<file path="src/rtl/mul_div_unit.sv">
// mul_div_unit: iterative MULT/MULTU/DIV/DIVU engine owning the HI/LO registers.
module mul_div_unit #(
    parameter int WIDTH = 32,
    parameter int CNT_W = $clog2(WIDTH + 1)
) (
    input  logic             clk,
    input  logic             reset,
    input  logic             start,
    input  logic [1:0]       op,
    input  logic [WIDTH-1:0] SrcA,
    input  logic [WIDTH-1:0] SrcB,
    input  logic             mthi,
    input  logic             mtlo,
    output logic             busy,
    output logic             done,
    output logic [WIDTH-1:0] hi,
    output logic [WIDTH-1:0] lo
);
    localparam logic [1:0] IDLE  = 2'd0;
    localparam logic [1:0] RUN   = 2'd1;
    localparam logic [1:0] FIXUP = 2'd2;

    logic [1:0]         state_q, state_d;
    logic [CNT_W-1:0]   cnt_q, cnt_d;
    logic [2*WIDTH-1:0] acc_q, acc_d;
    logic [WIDTH-1:0]   rem_q, rem_d, m_q, m_d, hi_q, hi_d, lo_q, lo_d;
    logic               div_q, div_d, neg_res_q, neg_res_d, neg_rem_q, neg_rem_d;
    logic               dz_q, dz_d, done_q, done_d;

    logic               neg_a, neg_b, ge;
    logic [WIDTH-1:0]   abs_a, abs_b;
    logic [WIDTH:0]     mul_sum, rem_sh;
    logic [2*WIDTH-1:0] prod;

    assign neg_a   = ~op[0] & SrcA[WIDTH-1];
    assign neg_b   = ~op[0] & SrcB[WIDTH-1];
    assign abs_a   = neg_a ? -SrcA : SrcA;
    assign abs_b   = neg_b ? -SrcB : SrcB;
    assign mul_sum = {1'b0, acc_q[2*WIDTH-1:WIDTH]} + (acc_q[0] ? {1'b0, m_q} : '0);
    // Divide keeps the dividend/quotient in the low half of acc and shifts it into the remainder.
    assign rem_sh  = {rem_q, acc_q[WIDTH-1]};
    assign ge      = rem_sh >= {1'b0, m_q};
    assign prod    = neg_res_q ? -acc_q : acc_q;

    always_comb begin
        state_d   = state_q;
        cnt_d     = cnt_q;
        acc_d     = acc_q;
        rem_d     = rem_q;
        m_d       = m_q;
        hi_d      = hi_q;
        lo_d      = lo_q;
        div_d     = div_q;
        neg_res_d = neg_res_q;
        neg_rem_d = neg_rem_q;
        dz_d      = dz_q;
        done_d    = 1'b0;
        if (state_q == IDLE) begin
            if (start) begin
                div_d     = op[1];
                neg_res_d = neg_a ^ neg_b;
                neg_rem_d = neg_a;
                dz_d      = op[1] & ~|SrcB;
                m_d       = op[1] ? abs_b : abs_a;
                acc_d     = {{WIDTH{1'b0}}, op[1] ? abs_a : abs_b};
                rem_d     = '0;
                cnt_d     = '0;
                state_d   = RUN;
            end else begin
                hi_d = mthi ? SrcA : hi_q;
                lo_d = mtlo ? SrcA : lo_q;
            end
        end else if (state_q == RUN) begin
            acc_d   = div_q ? {acc_q[2*WIDTH-2:0], ge} : {mul_sum, acc_q[WIDTH-1:1]};
            rem_d   = !div_q ? rem_q : (ge ? rem_sh[WIDTH-1:0] - m_q : rem_sh[WIDTH-1:0]);
            cnt_d   = cnt_q + CNT_W'(1);
            state_d = (cnt_q == CNT_W'(WIDTH - 1)) ? FIXUP : RUN;
        end else if (state_q == FIXUP) begin
            // A zero divisor leaves |SrcA| in the remainder, so re-signing it restores raw SrcA.
            hi_d    = div_q ? (neg_rem_q ? -rem_q : rem_q) : prod[2*WIDTH-1:WIDTH];
            lo_d    = div_q ? (dz_q ? '1 : (neg_res_q ? -acc_q[WIDTH-1:0] : acc_q[WIDTH-1:0]))
                            : prod[WIDTH-1:0];
            done_d  = 1'b1;
            state_d = IDLE;
        end else begin
            state_d = IDLE;
        end
    end

    always_ff @(posedge clk or posedge reset) begin
        if (reset) begin
            state_q   <= IDLE;
            cnt_q     <= '0;
            acc_q     <= '0;
            rem_q     <= '0;
            m_q       <= '0;
            hi_q      <= '0;
            lo_q      <= '0;
            div_q     <= 1'b0;
            neg_res_q <= 1'b0;
            neg_rem_q <= 1'b0;
            dz_q      <= 1'b0;
            done_q    <= 1'b0;
        end else begin
            state_q   <= state_d;
            cnt_q     <= cnt_d;
            acc_q     <= acc_d;
            rem_q     <= rem_d;
            m_q       <= m_d;
            hi_q      <= hi_d;
            lo_q      <= lo_d;
            div_q     <= div_d;
            neg_res_q <= neg_res_d;
            neg_rem_q <= neg_rem_d;
            dz_q      <= dz_d;
            done_q    <= done_d;
        end
    end

    assign busy = state_q != IDLE;
    assign done = done_q;
    assign hi   = hi_q;
    assign lo   = lo_q;
endmodule

</file>
<file path="config.mk">
export PLATFORM = sky130hd
export DESIGN_NAME = mul_div_unit
export DESIGN_NICKNAME = d
export VERILOG_FILES = /design/src/rtl/mul_div_unit.sv
export SDC_FILE = /design/constraint.sdc
export NUM_CORES = 1
export LEC_CHECK = 0
export BUFFER_PORTS_ARGS = -buffer_cell sky130_fd_sc_hd__buf_2
export CORE_MARGIN = 8
export CORE_UTILIZATION = 45
export DETAILED_ROUTE_END_ITERATION = 6
export GPL_ROUTABILITY_DRIVEN = 0
export PLACE_DENSITY = 0.66
export SETUP_SLACK_MARGIN = 0.1
export SLEW_MARGIN = 20
export SYNTH_ARGS = -nofsm -noshare
export SYNTH_HDL_FRONTEND = slang
export SYNTH_SLANG_ARGS = --single-unit
</file>
<file path="constraint.sdc">
create_clock -name clk -period 7 [get_ports clk]
set_clock_uncertainty 0.2 [all_clocks]
set_input_delay 0.35 -clock clk [delete_from_list [all_inputs] [get_ports clk]]
set_output_delay 0.35 -clock clk [all_outputs]
set_load 0.005 [all_outputs]
</file>
# Word level (Yosys, flattened, before mapping)
# Index checks and enable logic that the tools add are counted.
# word_totals
reg_bits,205
in_bits,71
wordCells,86
# op_classes
n_addsub,8
n_lt_le_gt_ge,1
eq_ne,8
muxes,40
bitwise,5
n_reduce_logical,12
# ops
operator,count
two-way mux 32 bit,25
two-way mux 64 bit,5
negator 32 bit,4
negator 64 bit,1
adder 32 x 32 -> 33 bit,1
>= comparator 33 x 32 -> 1 bit,1
OR reduction 32 bit,1
subtractor 32 bit,1
two-way mux 6 bit,3
inequality test 2 bit (second input constant),5
two-way mux 2 bit,4
AND reduction 4 bit,2
nonzero test 2 bit,4
adder 6 x 1 -> 6 bit (second input constant),1
equality test 6 x 5 -> 1 bit (second input constant),1
AND reduction 2 bit,2
AND 1 bit,3
two-way mux 1 bit,3
AND reduction 3 bit,1
equality test 2 x 1 -> 1 bit (second input constant),1
equality test 2 bit (second input constant),1
zero test 2 bit,1
zero test 1 bit,1
NOT 1 bit,1
XOR 1 bit,1

# Longest topological paths before layout
# Gate-level depths: netlist of the first run.
# depth
word_depth,7
ltp_mapped,14
mapped_depth_nobuf,13

# Least setup slack after synthesis of the first run
# OpenSTA, ideal clock, no wires.
# synth_path
path_kind,register to register
start,reg acc_q[31]
end,reg rem_q[30]
setup_ns,0.134
t_arrival_ns,2.979
t_required_ns,6.666
slack_ns,3.687
stages_incl_launch_ff,14
path_buffers,0
period_less_slack_ns,3.313
cell_sequence,dfrtp_1 > inv_1 > ha_1 > inv_1 > fa_1 > a21oi_1 > o211ai_1 > a2111oi_0 > nor4_1 > o31ai_1 > o21ai_0 > xor2_1 > mux2i_1 > o21ai_0
# synth_between
elab_chain_cells,5
# synth_rtl
element,line,rtl
"start, declared",25,"logic [2*WIDTH-1:0] acc_q, acc_d;"
"start signal, assigned",94,acc_q <= '0;
"start signal, assigned",107,acc_q <= acc_d;
subtractor 32 bit / >= comparator 33 x 32 -> 1 bit (equally long branches),"75, 42",
two-way mux 32 bit * (2 in series),75,rem_d = !div_q ? rem_q : (ge ? rem_sh[WIDTH-1:0] - m_q : rem_sh[WIDTH-1:0]);
two-way mux 32 bit *,73,end else if (state_q == RUN) begin
two-way mux 32 bit *,58,if (state_q == IDLE) begin
"end signal, assigned",108,rem_q <= rem_d;
"end, declared",26,"logic [WIDTH-1:0] rem_q, rem_d, m_q, m_d, hi_q, hi_d, lo_q, lo_d;"
# Mark *: on every way between the ends. The rest lies on a longest branch, timed or not. The select of a mux whose other input is x is not followed.
# A chain may end at the register's enable or synchronous reset.

# Worst setup path in the final report of the first run
# layout_path
start,reg rem_q[0]
end,reg rem_q[0]
# layout_between
elab_chain_cells,5
# layout_rtl
element,line,rtl
>= comparator 33 x 32 -> 1 bit,42,"assign ge = rem_sh >= {1'b0, m_q};"
two-way mux 32 bit (2 in series),75,
two-way mux 32 bit,73,
two-way mux 32 bit,58,
# Every way passes these cells. The select of a mux whose other input is x is not followed.

==> results of run 1 <==
## flip-flops by register name (all words and copies together) (netlist names)
| name | cells |
|---|---|
| acc_q | 64 |
| hi | 32 |
| lo | 32 |
| m_q | 32 |
| rem_q | 32 |
| cnt_q | 6 |
| state_q | 2 |
| div_q | 1 |
| done | 1 |
| dz_q | 1 |
| neg_rem_q | 1 |
| neg_res_q | 1 |
## worst reg2reg max path, delay by kind of cell, from the launching register on
kind,cells,cell delay (ns)
AO/OA/AOI/OAI,6,1.96
AND/OR/NAND/NOR,2,0.33
adder cells (fa/ha/maj),1,0.35
buffers and inverters,1,0.46
flip-flops,1,0.47
multiplexers,1,0.39
## metal layers
layer	GRT usage (%)	part of all wire, %
met1	37.0	42
met2	41.8	44
met3	5.86	10
met4	8.29	3.2
met5	0	0
## synth_stat cells, drive strengths merged (14+ instances only)
| library cell | count |
|---|---|
| xor2 | 90 |
| nor4 | 16 |
| o21ai | 251 |
| dfrtp | 205 |
| nand2 | 223 |
| o41ai | 21 |
| a31oi | 19 |
| nor2 | 205 |
| nor2b | 15 |
| or4 | 15 |
| mux2i | 71 |
| nand2b | 33 |
| xnor2 | 111 |
| a21o | 20 |
| clkbuf | 127 |
| o31ai | 43 |
| buf | 22 |
| nand3 | 69 |
| nor3 | 24 |
| o211ai | 29 |
| a21oi | 209 |
| o22ai | 40 |
| a211oi | 14 |
| ha | 69 |
| inv | 73 |
## power breakdown
part	switching, mW	leakage (nW)	internal (mW)	total (mW)
clock	0.552	0.428	0.821	1.37
sequential	0.864	2.51	1.78	2.64
combinational	3.90	5.12	2.60	6.51
total	5.32	8.07	5.20	10.5
## worst min-delay path by stage
stage / startpoint / end / slack, ns / cells after the start
2_1_floorplan: cnt_q[5] / state_q[1] / 0.21 / 1
3_3_place_gp: reset / cnt_q[3] / 0.23 / 2
6_report: SrcA[25] / hi[25] / 0.03 / 3
4_1_cts: SrcA[25] / hi[25] / 0.003 / 3
5_1_grt: SrcA[4] / hi[4] / 0.05 / 3
3_5_place_dp: reset / cnt_q[3] / 0.23 / 2
## layout make-up
class,count,area [sq um],area share (%)
Clock buffer,33,706,3.74
Clock inverter,11,149,0.790
Inverter,73,282,1.49
Multi-Input combinational cell,1738,10900,58.0
Sequential cell,205,5130,27.2
Tap cell,474,593,3.15
Timing Repair Buffer,176,1060,5.62
## kinds of logic (layout without fill, tap and decap cells)
| group | Yosys count | count (layout) |
|---|---|---|
| fa+ha+maj | 71 | 71 |
| mux | 74 | 74 |
| simple gates | 657 | 657 |
| xor+xnor | 201 | 201 |
| buf+inv | 222 | 293 |
| compound gates | 735 | 735 |
| flops | 205 | 205 |
## per-stage QoR
stage	total power, mW	instance area [sq um]	instances	util (%)	setup slack [ns]
after floorplan	7.13	16900	2165	-	0.854
after global placement	8.82	17800	2644	47.6	2.91
after detailed placement	8.97	17800	2645	47.7	2.88
after CTS	10.4	18800	2710	50.5	2.86
after global routing	11.3	18800	2710	50.5	2.47
final	10.5	18800	2710	50.5	2.75
==> impl_results.md, run 1 <==
- Outcome: finished, final reports clean
- Launch point of the worst reg-to-reg path: rem_q[0]
- Simple logic cell fraction of the synthesized area: 18.1%
- Layout cells sized above 1: 10.5%
- Synth top area cells: dfrtp_1 30%, o21ai_0 7.2%, a21oi_1 6.2%, xnor2_1 5.8%, ha_1 5.1%
- Main synth FF type: dfrtp_1
- Port bufs: 136
- Largest family of logic cells by synthesized area: compound AO/OA/AOI/OAI gates
- Largest net degree at the start of global routing: 131
- Post-Syn Area per Cell: 7.79 sq um
- Cell Area, Synth: 0.0169 sq mm
- Htree depth: 1
- Top cell type's share of synthesized area: 30.4%
- Final setup fails: 0
- Final Critical Period: 4.25 ns
- Post-synth EDFFs: 0
- Fmax: 236 MHz
- Hold buffers post-CTS: 21
- Most numerous cell on the critical path: o21ai_0
- Most frequent cells in the layout: 244 x o21ai_0, 220 x nand2_1, 209 x a21oi_1
- Worst slew pin tran: 1.00 ns
- Tcrit/Tclk final: 60.6%
- Critical-path cell list: ha_1 -> nor2b_1 -> o2111a_1 -> o21ai_0 -> nand3_1 -> a41oi_1 -> o21a_1 -> a21o_1 -> buf_4 -> mux2_2 -> o21ai_0
- Post-synthesis cell type count: 77
- Post-synthesis adder-cell area fraction: 5.36%
- CTS tree: done
- R2r setup slk: 2.75 ns
- Stages on worst setup path: 11
- IO Count: 137
- Ant diodes: 0
- CP arrival: 4.50 ns
- Max clock buf depth: 3
- Initial Util: 45.2%
- Final hold violation count: 0
- Synth Warn #: 0
- DP HPWL: 46300 microns
- Pwr Density: 558 mW/mm^2
- Mux share of post-synthesis cell area: 4.42%
- Synthesis-to-layout area growth: 11.8%
- Async S/R FF share, synth: 100%
- Worst Setup Start Kind: flop
- Delay-heaviest family, CP: compound AO/OA/AOI/OAI gates
- Grt total ovfl: 0
- Via density: 6.33
- Core area: 0.0373 sq mm
- Die height: 210 microns
- Drt initial violations: 1853
- CP endpoint kind: flop
- Max stage delay on crit path: 0.56 ns
- Setup CP Type: reg2reg
- Hold Path Class: in2reg
- All-Layer GR Usage: 26.9%
- Post-Syn Nets: 2307
- Clock latency on the worst-skew pair: 0.56 ns
- Layout Nets: 2361
- RSZ-0062 raised after global routing: no
- Rel. slew slack: 33.2%
- Minimum hold slack: 0.0323 ns
- P_leak: 8.07 nW
- Commonest non-fill, non-tap cell in the layout: o21ai_0
- Synth Area in Compound Gates: 26.3%
- Setup TNS: 0 ns
- CP endpoint: rem_q[0]
- Post-DRT Antenna Nets: 0
- TritonCTS buffer count: 25
- CTS resizes: 0
- Post-route DRC: 0
- Worst R2R Path Depth: 11
- Fillers: 3559
- Crit path buffers/inverters: 1
- Max-cap violations: 0
- First-pass GRT wire length: 94200 microns
- Crit Reg-Reg Endpoint: rem_q[0]
- Number of global-route vias before repair: 15600
- FP Rows: 71
- DR vias: 17100
- Required @ worst endpoint: 7.26 ns
- Worst-path maximum fanout: 20
- DR pass1 iterations: 7
- Post-CTS Setup Inserts: 0
- Drt total wl: 61500 microns
- Clk sink count: 205
- Clk slew on worst S/H paths: 0.06 ns
- Post-Synth XOR/XNOR Area: 10.4%
- Critical Path Source: rem_q[0]
- #FFs+latches synth: 205
- Critical-path top delay cell: a21o_1
- Post-synthesis sequential area ratio: 30.4%
- Initial antenna violation count: 0
- Root buf cell: clkbuf_16
- Die Width: 210 microns
- Avg WL per Cell: 22.7 microns
- Max rail drop VDD: 0.194 mV
- Cell count after synthesis: 2165
- Post-synth top area cell: dfrtp_1
- Slew Viols, Final: 0
- Die area: 0.0439 sq mm
Note: power is estimated with default switching activity, not from simulation.
==> inputs of run 2 (changes only) <==
- PLACE_DENSITY: 0.66 -> 0.68
- clock period: 7 -> 3.8 ns (I/O delays scaled with it)
==> run 2 against run 1 <==
  * Critical path depth grew 2
  * Total power grew 87%
  * Final cell count grew 2.7%
  * Largest power group unchanged
  * Sequential cell count is the same
  * Utilization increased by 1.7 points
==> impl_results.md, run 2 (synthesis gave the netlist of run 1 again) <==
- Outcome: finished, final reports clean
- Post-place setup slack: 0.152 ns (-2.73 ns)
- Core area: 0.0373 sq mm (unchanged)
- DR pass1 iterations: 6 (-1)
- Grt total ovfl: 0 (unchanged)
- Htree depth: 1 (unchanged)
- Final instance area: 0.0195 sq mm (+3.3%)
- Power Internal: 9.81 mW (+89%)
- Final core occ: 52.2% (+1.7 points)
- Setup slack after layout: 0.236 ns (-2.52 ns)
- Fillers: 3539 (-0.56%)
- Clk slew on worst S/H paths: 0.06 ns (about the same)
- P_leak: 8.38 nW (+3.9%)
- Post-route DRC: 0 (unchanged)
- Delay-heaviest family, CP: compound AO/OA/AOI/OAI gates
- Max rail drop VDD: 0.479 mV (+150%)
- Most frequent cells in the layout: 242 x o21ai_0, 222 x nand2_1, 206 x a21oi_1
- Final hold violation count: 0 (unchanged)
- Drt initial violations: 1965 (+6.0%)
- Clock latency on the worst-skew pair: 0.54 ns (-0.02 ns)
- Switching power: 9.90 mW (+86%)
- Post-DRT Antenna Nets: 0 (unchanged)
- CP arrival: 3.76 ns (-0.74 ns)
- Die Width: 210 microns (unchanged)
- Tcrit/Tclk final: 93.8% (+33 points)
- Number of global-route vias before repair: 16400 (+4.9%)
- Clk pwr share: 12.1% (-0.9 points)
- Die area: 0.0439 sq mm (unchanged)
- Fin cells: 2783 (+2.7%)
- Pwr Density: 1010 mW/mm^2 (+81%)
- Port bufs: 136 (unchanged)
- Critical-path cell list: inv_1 -> ha_1 -> a21oi_1 -> nand2_1 -> o21ai_0 -> nand3_1 -> a41oi_1 -> o21a_1 -> a21o_1 -> buf_12 -> buf_4 -> mux2i_1 -> o21ai_0
- Comb pwr share: 63.9% (+2.0 points)
- Via density: 6.27 (-0.90%)
- DR vias: 17400 (+1.8%)
- Drt total wl: 62400 microns (+1.3%)
- IO Count: 137 (unchanged)
- Biggest register: acc_q
- Max clock buf depth: 3 (unchanged)
- CP endpoint kind: flop
- Max-cap violations: 0 (unchanged)
- Placed instance count: 2691 (+1.7%)
- Initial Util: 45.2% (unchanged)
- Worst slew pin tran: 0.908 ns (-0.0925 ns)
- Critical-path top delay cell: a41oi_1
- Synthesis-to-layout area growth: 15.5%
- Final Critical Period: 3.56 ns (-0.681 ns)
- Die height: 210 microns (unchanged)
- Root buf cell: clkbuf_16
- Proportion of power drawn by flip-flops and latches: 24.0% (-1.1 points)
- Clk sink count: 205 (unchanged)
- FP Rows: 71 (unchanged)
- Crit path buffers/inverters: 3 (+2)
- Largest net degree at the start of global routing: 65 (-50%)
- Initial antenna violation count: 1 (+1)
- DP Area: 0.0181 sq mm (+2.0%)
- RSZ-0062 raised after global routing: yes
- Setup TNS: 0 ns (unchanged)
- Hold Path Class: in2reg
- Layout Nets: 2434 (+3.1%)
- Max stage delay on crit path: 0.41 ns (-0.15 ns)
- Slew Viols, Final: 0 (unchanged)
- Setup CP Type: reg2reg
- CTS tree: done
- Worst-path maximum fanout: 26 (+30%)
- All-Layer GR Usage: 27.4% (+0.45 points)
- Worst Setup Start Kind: flop
- Fmax: 281 MHz (+19%)
- Avg WL per Cell: 22.4 microns (-1.3%)
- Final setup fails: 0 (unchanged)
- Most numerous cell on the critical path: o21ai_0
- First-pass GRT wire length: 96500 microns (+2.4%)
- Layout cells sized above 1: 12.5% (+2.1 points)
- Multi-input gate area: 0.0110 sq mm (+0.27%)
- Sw Share: 50.2% (-0.33 points)
- Minimum hold slack: 0.0175 ns (-0.0148 ns)
- Commonest non-fill, non-tap cell in the layout: o21ai_0
- Max FFs per register: 64 (unchanged)
- DP HPWL: 47500 microns (+2.6%)
- Total power: 19.7 mW (+87%)
- TritonCTS buffer count: 25 (unchanged)
- Register area: 0.00514 sq mm (about the same)
- Rel. slew slack: 39.4% (+6.2 points)
- Required @ worst endpoint: 4.00 ns (-3.26 ns)
==> run 2: area by class of cell <==
class / instances / area share (%)
diodes: 1 / 0.0128
clock buffers: 34 / 3.69
clock inverters: 9 / 0.424
inverters: 73 / 1.45
multi-input cells: 1738 / 56.3
flip-flops and latches: 205 / 26.4
well taps: 474 / 3.05
repair buffers: 249 / 8.75
==> run 2: worst paths after layout <==
| check | cells past startpoint | slack (ns) | end | startpoint |
|---|---|---|---|---|
| max in group asynchronous | 4 | 2.44 | neg_res_q | reset |
| min in group asynchronous | 3 | 0.10 | m_q[23] | reset |
| worst max-delay path | 13 | 0.24 | rem_q[6] | m_q[4] |
| worst min register to register | 1 | 0.23 | state_q[1] | cnt_q[5] |
| worst min-delay path | 4 | 0.02 | m_q[14] | SrcB[14] |
| worst max register to register | 13 | 0.24 | rem_q[6] | m_q[4] |
==> run 2: per-layer routing <==
layer  up-vias  global-route usage (%)  part of all wire, %
li1       8004                       -                    -
met1      8288                    37.1                   41
met2       969                    41.1                   43
met3       186                    6.62                   11
met4         0                    11.7                  5.0
met5         -                       0                    0
==> run 2: repair_timing <==
| item | 4_1_cts | 5_1_grt |
|---|---|---|
| gates resized for setup | 0 | 11 |
| buffers inserted | 0 | 2 |
| endpoints found under the setup margin | 0 | 13 |
| hold buffers | 45 | 0 |
| hold endpoints to repair | 90 | 0 |
==> run 2: power groups by stage <==
stage	clock [mW]	combinational (mW)	sequential (mW)
after floorplan	0	8.99	4.14
after global placement	0	11.9	4.65
after detailed placement	0	12.2	4.69
after CTS	2.41	12.3	4.66
after global routing	2.49	13.8	4.85
final	2.39	12.6	4.72
==> run 2: worst register-to-register path, cell delays in order (launching register included) <==
cell	delay, ns
dfrtp_1	0.37
inv_1	0.11
ha_1	0.31
a21oi_1	0.27
nand2_1	0.12
o21ai_0	0.38
nand3_1	0.17
a41oi_1	0.41
o21a_1	0.23
a21o_1	0.16
buf_12	0.21
buf_4	0.21
mux2i_1	0.20
o21ai_0	0.09
==> inputs of run 3 (changes only) <==
- PLACE_DENSITY: 0.68 -> 0.62
==> run 3 against run 2 <==
  * Non-clock buffer count rose by 17
  * Global-route usage rose by 1.0 points
  * Sequential share of layout area fell by 0.37 points
  * Largest cell class unchanged
  * Combinational power barely moved
  * First-iteration DRC count fell by 7.2%
  * Register-to-register slack got worse by 0.04 ns
  * Worst hold slack got worse by 0.0036 ns
  * Highest routed layer unchanged
  * Setup slack got worse by 0.039 ns
  * Final cell count rose by 0.75%
  * Sequential power rose by 1%
  * Wire length rose by 2.9%
  * Via count rose by 0.16%
==> impl_results.md, run 3 (synthesis gave the netlist of run 1 again) <==
- Clk slew on worst S/H paths: 0.06 ns (about the same)
- Final Critical Period: 3.60 ns (+0.0392 ns)
- Drt initial violations: 1823 (-7.2%)
- Max stage delay on crit path: 0.42 ns (about the same)
- Fmax: 278 MHz (-1.1%)
- Worst-path maximum fanout: 4 (-85%)
- Ant diodes: 0 (-1)
- Htree depth: 1 (unchanged)
- Met3 global-route usage: 4.85% (-1.8 points)
- Synthesis-to-layout area growth: 17.1%
- Die height: 210 microns (unchanged)
- TritonCTS buffer count: 27 (+8.0%)
- Core area: 0.0373 sq mm (unchanged)
- DP HPWL: 48600 microns (+2.2%)
- Via density: 6.23 (-0.59%)
- Drt total wl: 64100 microns (+2.9%)
- Worst Setup Start Kind: flop
- First-pass GRT wire length: 98900 microns (+2.4%)
- Pwr Density: 1020 mW/mm^2 (+0.75%)
- Initial Util: 45.2% (unchanged)
- CP endpoint kind: flop
- Initial antenna violation count: 0 (-1)
- Grt total ovfl: 0 (unchanged)
- Root buf cell: clkbuf_16
- Max FFs per register: 64 (unchanged)
- Setup TNS: 0 ns (unchanged)
- Outcome: finished, final reports clean
- DR pass1 iterations: 5 (-1)
- Clk sink count: 205 (unchanged)
- Avg WL per Cell: 22.9 microns (+2.1%)
- Post-DRT Antenna Nets: 0 (unchanged)
- Hold Path Class: in2async
- Number of global-route vias before repair: 16500 (+0.79%)
- RSZ-0062 raised after global routing: yes
- Setup CP Type: reg2reg
- DR vias: 17500 (+0.16%)
- Tcrit/Tclk final: 94.8% (+1.0 points)
- Die Width: 210 microns (unchanged)
- Biggest register: acc_q
- Die area: 0.0439 sq mm (unchanged)
- P_leak: 8.51 nW (+1.5%)
- Setup slack after layout: 0.197 ns (-0.0392 ns)
- Largest net degree at the start of global routing: 102 (+57%)
- Critical-path top delay cell: dfrtp_1
- FP Rows: 71 (unchanged)
- CP arrival: 3.87 ns (+0.11 ns)
- Worst slew pin tran: 1.07 ns (+0.164 ns)
- Layout cells sized above 1: 12.8% (+0.27 points)
- IO Count: 137 (unchanged)
- Port bufs: 136 (unchanged)
- Max-cap violations: 0 (unchanged)
- Post-route DRC: 0 (unchanged)
- GRT busiest layer: met2
- Most frequent cells in the layout: 243 x o21ai_0, 222 x nand2_1, 206 x a21oi_1
- Critical-path cell list: and2_1 -> ha_1 -> inv_1 -> fa_1 -> nand2b_1 -> a211oi_1 -> o211ai_1 -> a31oi_2 -> a21oi_2 -> o21ai_1 -> nand2_1 -> o32a_1 -> o21ai_0
- Layout Nets: 2453 (+0.78%)
- Rel. slew slack: 28.3% (-11 points)
- Required @ worst endpoint: 4.07 ns (+0.07 ns)
- Max clock buf depth: 3 (unchanged)
- CTS tree: done
- Final hold violation count: 0 (unchanged)
- Post-place setup slack: 0.120 ns (-0.0319 ns)
- Commonest non-fill, non-tap cell in the layout: o21ai_0
- All-Layer GR Usage: 28.4% (+1.0 points)
- Clock latency on the worst-skew pair: 0.57 ns (+0.03 ns)
- Met2 usage: 41.7% (+0.61 points)
- Final setup fails: 0 (unchanged)
- Met1 Track Usage GR: 40.0% (+2.9 points)
- Max rail drop VDD: 0.360 mV (-25%)
- Slew Viols, Final: 0 (unchanged)
run 3: path summary, 6_finish.rpt:
path / start / end / slack (ns) / cells after the start
max reg2reg: acc_q[0] / acc_q[61] / 0.20 / 13
min: reset / lo[23] / 0.01 / 3
max in group asynchronous: reset / rem_q[12] / 2.43 / 4
min reg2reg: cnt_q[5] / state_q[1] / 0.23 / 1
max: acc_q[0] / acc_q[61] / 0.20 / 13
min in group clk: SrcB[7] / m_q[7] / 0.02 / 4
run 3: final cells by class:
cell class | count | area (sq um)
fill | 3572 | 17600
clock buffer | 39 | 781
tap | 474 | 593
sequential | 205 | 5130
multi-input combinational | 1738 | 11000
inverter | 73 | 282
timing repair buffer | 266 | 1850
clock inverter | 9 | 140
run 3: metrics by stage:
step | hold WS, ns | area, sq um | total power [mW] | instances | util (%)
after global routing | 0.0513 | 19700 | 21.6 | 2804 | 52.9
after floorplan | 0.0858 | 16900 | 13.1 | 2165 | -
final | 0.0139 | 19700 | 20.1 | 2804 | 52.9
after CTS | 0.00355 | 19700 | 19.8 | 2800 | 52.7
after global placement | 0.0477 | 18200 | 16.8 | 2696 | 48.7
after detailed placement | 0.0531 | 18200 | 17.0 | 2696 | 48.7
run 3: repair_timing:
item / in CTS / in global routing
setup buffers: 0 / 3
hold buffers: 56 / 0
resized for setup: 0 / 11
endpoints found under the setup margin: 0 / 22
hold endpoints to repair: 159 / 0
run 3: worst max-delay path: cells and delay by family (launching register included):
| family | cells | cell delay [ns] |
|---|---|---|
| AOI/OAI and AO/OA | 7 | 1.76 |
| buffers and inverters | 1 | 0.07 |
| and+or+nand+nor | 3 | 0.46 |
| adders and majority gates | 2 | 0.60 |
| DFF | 1 | 0.42 |
run 3: power by group:
part           switching [mW]  leakage [nW]  internal (mW)
clock network            1.06         0.447           1.63
logic                    7.48          5.55           5.19
registers                1.51          2.51           3.27
total                    10.0          8.51           10.1
run 3: metal layers:
layer	routed length [microns]	vias to the layer above
met5	0	-
met4	3320	0
met3	6380	169
met2	27000	886
met1	27400	8355
li1	-	8065
